### config.mk
export PLATFORM = sky130hd
export DESIGN_NAME = ins_encoder
export DESIGN_NICKNAME = d
export VERILOG_FILES = /design/src/rtl/riscv_pkg.sv /design/src/rtl/enc_fifo2.sv /design/src/rtl/ins_encoder.sv
export SDC_FILE = /design/constraint.sdc
export NUM_CORES = 1
export LEC_CHECK = 0
export ABC_AREA = 1
export CORE_MARGIN = 2
export CORE_UTILIZATION = 40
export CTS_BUF_LIST = sky130_fd_sc_hd__clkbuf_8
export DETAILED_ROUTE_END_ITERATION = 12
export PLACE_DENSITY = 0.7
export REMOVE_ABC_BUFFERS = 1
export SLEW_MARGIN = 10
export SYNTH_ARGS = -nofsm -noshare
export SYNTH_HDL_FRONTEND = slang
export SYNTH_SLANG_ARGS = --single-unit
### constraint.sdc
create_clock -name clk -period 2.4 [get_ports clk]
set_input_delay 0.6 -clock clk [delete_from_list [all_inputs] [get_ports clk]]
set_output_delay 0.6 -clock clk [all_outputs]
set_load 0.05 [all_outputs]
### src/rtl/riscv_pkg.sv
// Shared RV32I encoding definitions: format selector, opcodes, the NOP word
// substituted on errors, and the legal immediate ranges per format.
package riscv_pkg;

  typedef enum logic [2:0] {
    FMT_R = 3'd0,
    FMT_I = 3'd1,
    FMT_S = 3'd2,
    FMT_B = 3'd3,
    FMT_U = 3'd4,
    FMT_J = 3'd5
  } fmt_e;

  localparam logic [6:0] OP_REG    = 7'b0110011;
  localparam logic [6:0] OP_IMM    = 7'b0010011;
  localparam logic [6:0] OP_LOAD   = 7'b0000011;
  localparam logic [6:0] OP_STORE  = 7'b0100011;
  localparam logic [6:0] OP_BRANCH = 7'b1100011;
  localparam logic [6:0] OP_LUI    = 7'b0110111;
  localparam logic [6:0] OP_JAL    = 7'b1101111;

  localparam logic [31:0] NOP = 32'h0000_0013;

  localparam logic signed [31:0] IMM12_MIN = -32'sd2048;
  localparam logic signed [31:0] IMM12_MAX = 32'sd2047;
  localparam logic signed [31:0] IMMB_MIN  = -32'sd4096;
  localparam logic signed [31:0] IMMB_MAX  = 32'sd4094;
  localparam logic signed [31:0] IMMJ_MIN  = -32'sd1048576;
  localparam logic signed [31:0] IMMJ_MAX  = 32'sd1048574;

  function automatic logic imm_in_range(input logic signed [31:0] v,
                                        input logic signed [31:0] lo,
                                        input logic signed [31:0] hi);
    return (v >= lo) && (v <= hi);
  endfunction

endpackage

### src/rtl/enc_fifo2.sv
// Two-entry registered FIFO; the head is read straight from storage, so the
// output only changes on a clock edge. Full blocks pushes even when popping.
module enc_fifo2 #(
  parameter int WIDTH = 33
) (
  input  logic             clk,
  input  logic             rst_n,
  input  logic             push_i,
  input  logic [WIDTH-1:0] wdata_i,
  input  logic             pop_i,
  output logic [WIDTH-1:0] rdata_o,
  output logic             full_o,
  output logic             empty_o
);

  logic [WIDTH-1:0] mem_q [2];
  logic             wptr_q, wptr_d;
  logic             rptr_q, rptr_d;
  logic [1:0]       cnt_q, cnt_d;
  logic             push_ok, pop_ok;

  assign full_o  = (cnt_q == 2'd2);
  assign empty_o = (cnt_q == 2'd0);
  assign rdata_o = mem_q[rptr_q];

  assign push_ok = push_i && !full_o;
  assign pop_ok  = pop_i && !empty_o;

  always_comb begin
    wptr_d = wptr_q;
    rptr_d = rptr_q;
    cnt_d  = cnt_q;
    if (push_ok) wptr_d = ~wptr_q;
    if (pop_ok)  rptr_d = ~rptr_q;
    case ({push_ok, pop_ok})
      2'b10:   cnt_d = cnt_q + 2'd1;
      2'b01:   cnt_d = cnt_q - 2'd1;
      default: cnt_d = cnt_q;
    endcase
  end

  always_ff @(posedge clk) begin
    if (!rst_n) begin
      mem_q[0] <= '0;
      mem_q[1] <= '0;
      wptr_q   <= 1'b0;
      rptr_q   <= 1'b0;
      cnt_q    <= 2'd0;
    end else begin
      if (push_ok) mem_q[wptr_q] <= wdata_i;
      wptr_q <= wptr_d;
      rptr_q <= rptr_d;
      cnt_q  <= cnt_d;
    end
  end

endmodule

### src/rtl/ins_encoder.sv
// Packs RV32I fields into a 32-bit instruction word, substituting NOP on any
// illegal format or immediate, and queues {err, ins} through a 2-entry FIFO.
module ins_encoder (
  input  logic        clk,
  input  logic        rst_n,
  input  logic        in_valid,
  output logic        in_ready,
  input  logic [2:0]  in_fmt,
  input  logic [6:0]  in_opcode,
  input  logic [4:0]  in_rd,
  input  logic [4:0]  in_rs1,
  input  logic [4:0]  in_rs2,
  input  logic [2:0]  in_funct3,
  input  logic [6:0]  in_funct7,
  input  logic [31:0] in_imm,
  output logic        out_valid,
  input  logic        out_ready,
  output logic [31:0] out_ins,
  output logic        out_err,
  output logic [7:0]  err_cnt
);
  import riscv_pkg::*;

  logic signed [31:0] imm_s;
  logic [31:0]        raw_ins;
  logic [31:0]        pack_ins;
  logic               pack_err;
  logic               accept;
  logic               fifo_full, fifo_empty;
  logic [32:0]        head;
  logic [7:0]         err_cnt_q, err_cnt_d;

  assign imm_s = $signed(in_imm);

  always_comb begin
    raw_ins  = {in_funct7, in_rs2, in_rs1, in_funct3, in_rd, in_opcode};
    pack_err = 1'b0;
    case (in_fmt)
      FMT_R: begin
        raw_ins = {in_funct7, in_rs2, in_rs1, in_funct3, in_rd, in_opcode};
      end
      FMT_I: begin
        raw_ins  = {in_imm[11:0], in_rs1, in_funct3, in_rd, in_opcode};
        pack_err = !imm_in_range(imm_s, IMM12_MIN, IMM12_MAX);
      end
      FMT_S: begin
        raw_ins  = {in_imm[11:5], in_rs2, in_rs1, in_funct3, in_imm[4:0], in_opcode};
        pack_err = !imm_in_range(imm_s, IMM12_MIN, IMM12_MAX);
      end
      FMT_B: begin
        raw_ins  = {in_imm[12], in_imm[10:5], in_rs2, in_rs1, in_funct3,
                    in_imm[4:1], in_imm[11], in_opcode};
        pack_err = !imm_in_range(imm_s, IMMB_MIN, IMMB_MAX) || in_imm[0];
      end
      FMT_U: begin
        raw_ins  = {in_imm[31:12], in_rd, in_opcode};
        pack_err = (in_imm[11:0] != 12'd0);
      end
      FMT_J: begin
        raw_ins  = {in_imm[20], in_imm[10:1], in_imm[11], in_imm[19:12],
                    in_rd, in_opcode};
        pack_err = !imm_in_range(imm_s, IMMJ_MIN, IMMJ_MAX) || in_imm[0];
      end
      default: pack_err = 1'b1;
    endcase
    pack_ins = pack_err ? NOP : raw_ins;
  end

  assign in_ready  = !fifo_full;
  assign accept    = in_valid && in_ready;
  assign out_valid = !fifo_empty;
  assign out_ins   = head[31:0];
  assign out_err   = head[32];

  enc_fifo2 #(.WIDTH(33)) u_fifo (
    .clk     (clk),
    .rst_n   (rst_n),
    .push_i  (accept),
    .wdata_i ({pack_err, pack_ins}),
    .pop_i   (out_ready),
    .rdata_o (head),
    .full_o  (fifo_full),
    .empty_o (fifo_empty)
  );

  // Saturates rather than wrapping so a long error burst stays visible.
  always_comb begin
    err_cnt_d = err_cnt_q;
    if (accept && pack_err && (err_cnt_q != 8'hFF)) err_cnt_d = err_cnt_q + 8'd1;
  end

  always_ff @(posedge clk) begin
    if (!rst_n) err_cnt_q <= 8'd0;
    else        err_cnt_q <= err_cnt_d;
  end

  assign err_cnt = err_cnt_q;

endmodule

==> reports/metrics.cfg <==
[outcome]
status=finished, final reports clean

[placement]
dp_hpwl_um=8930
placed_cell_area_mm2=0.00649
place_congestion=0.900
dp_slack_ns=-0.429
io_buffer_count=113

[logic_synthesis]
synth-async-reset-ratio=0
synth_edf_count=66
yosysTopAreaCellShare=0.446
synthCells=509
netlist_area_mm2=0.00444
synth_area_leader_cell=edfxtp_1
yosysSeqAreaShare=0.505
ys.flop_type=edfxtp_1
ys_warn_count=0
ys_types=33
synth_area_per_cell_um2=8.72
synth.area.top_cells=edfxtp_1 45%, nand2_1 9.9%, mux2_2 8.4%
ys_ff_latch=79

[drt]
drt_pre_antenna_iters=4
dr.max_layer_used=met4
antenna_left=0
vias_per_cell=4.93
wl_met2_um=6160
wire_per_inst_um=14.5
drc=0
drt_iter0_drc=220
routed_wl_um=11900
via_count=4048
route.met3.wl_um=511
m1WireLength_um=5120

[layout]
fillerInstances=920
design_area_mm2=0.00674
drive_gt1_frac=0.245
final_nets=749
synthToLayoutAreaGrowth_pct=51.8
diodes=0

[sta]
finalSetupTns_ns=0
fin_crit_sh=0.975
slew_headroom=0.659
finalSetupViolations=0
hold_slack_ns=0.460
clock_skew_ns=0.0143
rsz0062_at_grt=no
hold_violations=0
maxSlewViolCount=0
tightest_slew_ns=0.510
post-route-min-period_ns=2.34
setup_ws_ns=0.0607
fmax_ghz=0.427

[clocking]
clk_pin_slew_ns=0.08
cts_root_buffer=clkbuf_8
holdBufCountCts=0
cts_sinks=79
cts_tree=done
insertion_delay_ns=0.35
numCtsBuffers=9
cts.path.max_buffers=2
cts-htree-levels=3

[floorplanning]
core_area_mm2=0.0108
die_h_um=109
start_util=0.410
rows=38
io_pins=114
fp.dieW_um=109
die_area_mm2=0.0120

[worst_setup_path]
critical_path_required_ns=1.80
cp.arrival_ns=1.74
cp_slowest_stage_delay_ns=0.71
r2r-start=u_fifo.cnt_q[0]
r2r_cells=7
critPathKind=flop to output port
timing.rr.end=u_fifo.mem_q[1][19]
r2r_slack_ns=0.74
cpMaxStageDelayCell=clkdlybuf4s50_1
path_cells=or2_2 > clkdlybuf4s50_1
end_kind=output port
cp-start-kind=flop
path_max_fanout=6

[global_routing]
grt-ovfl-total=0
first_global_vias=4036
antenna_found_initial=0
grt_max_degree=34
grt_util_all_layers=0.209
grt_pass1_wl_um=19300

[min_path]
worstHoldStart=u_fifo.rptr_q
holdPathEnd=u_fifo.rptr_q
whs_path_depth=1
hp-class=flop to flop

[pwr]
ir_drop_mv=0.340
p_leak_nw=2.87
total_power_mw=4.36
powerDensity_mw_per_mm2=647

[flow_run]
drv_cap=0

## layout by cell type, fill, tap and decap left out, types with 2 or more instances in the layout
| cell type | count |
|---|---|
| and2_1 | 2 |
| mux2_2 | 33 |
| nor2_4 | 2 |
| clkbuf_8 | 9 |
| buf_12 | 37 |
| xor2_1 | 3 |
| nor3_2 | 2 |
| nand3_1 | 21 |
| a21oi_1 | 13 |
| dlymetal6s2s_1 | 14 |
| nand2_2 | 3 |
| clkinv_4 | 3 |
| nand2_1 | 114 |
| dfxtp_1 | 13 |
| clkdlybuf4s50_1 | 66 |
| edfxtp_1 | 66 |
| buf_4 | 58 |
| o21ai_0 | 12 |
| nor3_1 | 9 |
| inv_1 | 52 |
| nand4_1 | 8 |
| xnor2_1 | 3 |
| inv_2 | 5 |
| o211ai_1 | 17 |
| ha_1 | 2 |
| nor2_1 | 91 |
| nor2_2 | 3 |
| o211ai_2 | 5 |
| o21ai_1 | 4 |
## power by group
part | internal, mW | switching, mW | total [mW]
clock network | 0.379 | 0.511 | 0.890
registers | 1.61 | 0.0447 | 1.66
logic | 0.832 | 0.976 | 1.81
total | 2.83 | 1.53 | 4.36
## repair_timing
action | in CTS | in global routing
endpoints found under the hold margin | 0 | 0
pin swaps | 0 | 2
setup buffers | 0 | 0
gates resized for setup | 3 | 25
setup endpoints to repair | 20 | 71
## worst max-delay path, delay by kind of cell, from the launching register on
| family | cells | cell delay [ns] |
|---|---|---|
| buffers and inverters | 1 | 0.71 |
| DFF | 1 | 0.36 |
| and+or+nand+nor | 1 | 0.32 |
## kinds of logic (layout without fill, tap and decap cells)
logic type / count (synthesis) / after routing / synth area share
simple gates: 257 / 257 / 0.237
flops: 79 / 79 / 0.505
buf+inv: 76 / 248 / 0.0713
compound gates: 56 / 56 / 0.0857
mux: 33 / 33 / 0.0837
xor+xnor: 6 / 6 / 0.0118
fa+ha+maj: 2 / 2 / 0.00563
## cell usage after synthesis (2+ instances only)
master / instances
a21oi_1: 13
and2_1: 2
buf_2: 3
buf_6: 3
clkbuf_1: 12
dfxtp_1: 13
edfxtp_1: 66
ha_1: 2
inv_1: 52
inv_2: 4
mux2_2: 33
nand2_1: 117
nand3_1: 21
nand4_1: 8
nor2_1: 93
nor2_2: 2
nor3_1: 11
o211ai_1: 17
o211ai_2: 5
o21ai_0: 15
xnor2_1: 3
xor2_1: 3
## sequential cells by signal (all words and copies together), names as in the netlist, named ones only
register / cells
u_fifo.mem_q: 66
err_cnt: 8
u_fifo.wptr_q: 1
u_fifo.cnt_q: 2
u_fifo.rptr_q: 1
## stage by stage
| stage | instances | utilization |
|---|---|---|
| final | 821 | 0.622 |
| after global routing | 821 | 0.622 |
| after CTS | 821 | 0.616 |
| after detailed placement | 805 | 0.599 |
| after global placement | 805 | 0.599 |
| after floorplan | 490 | - |
## worst max path at each step
stage	startpoint	endpoint	slack [ns]	cells past startpoint
after floorplan	u_fifo.cnt_q[0]	u_fifo.mem_q[0][0]	-0.44	6
after global placement	in_imm[2]	err_cnt[3]	-0.38	14
after detailed placement	in_imm[1]	err_cnt[5]	-0.43	14
after CTS	in_imm[1]	u_fifo.mem_q[0][1]	0.03	13
after global routing	u_fifo.cnt_q[0]	out_valid	0.01	2
final	u_fifo.cnt_q[0]	out_valid	0.06	2
## area by class of cell
| cell class | instances | area, um^2 | area share |
|---|---|---|---|
| sequential | 79 | 2240 | 0.333 |
| timing repair buffer | 175 | 2010 | 0.299 |
| multi-input combinational | 354 | 1910 | 0.283 |
| inverter | 57 | 226 | 0.0336 |
| tap | 140 | 175 | 0.0260 |
| clock buffer | 9 | 124 | 0.0184 |
| clock inverter | 7 | 50.0 | 0.00743 |
## routing by layer
| metal | GRT usage | vias to the layer above |
|---|---|---|
| met1 | 0.262 | 1908 |
| met4 | 0.0606 | 0 |
| met3 | 0.0261 | 4 |
| met5 | 0 | - |
| li1 | - | 2033 |
| met2 | 0.376 | 103 |
Note: power is estimated with default switching activity, not from simulation.
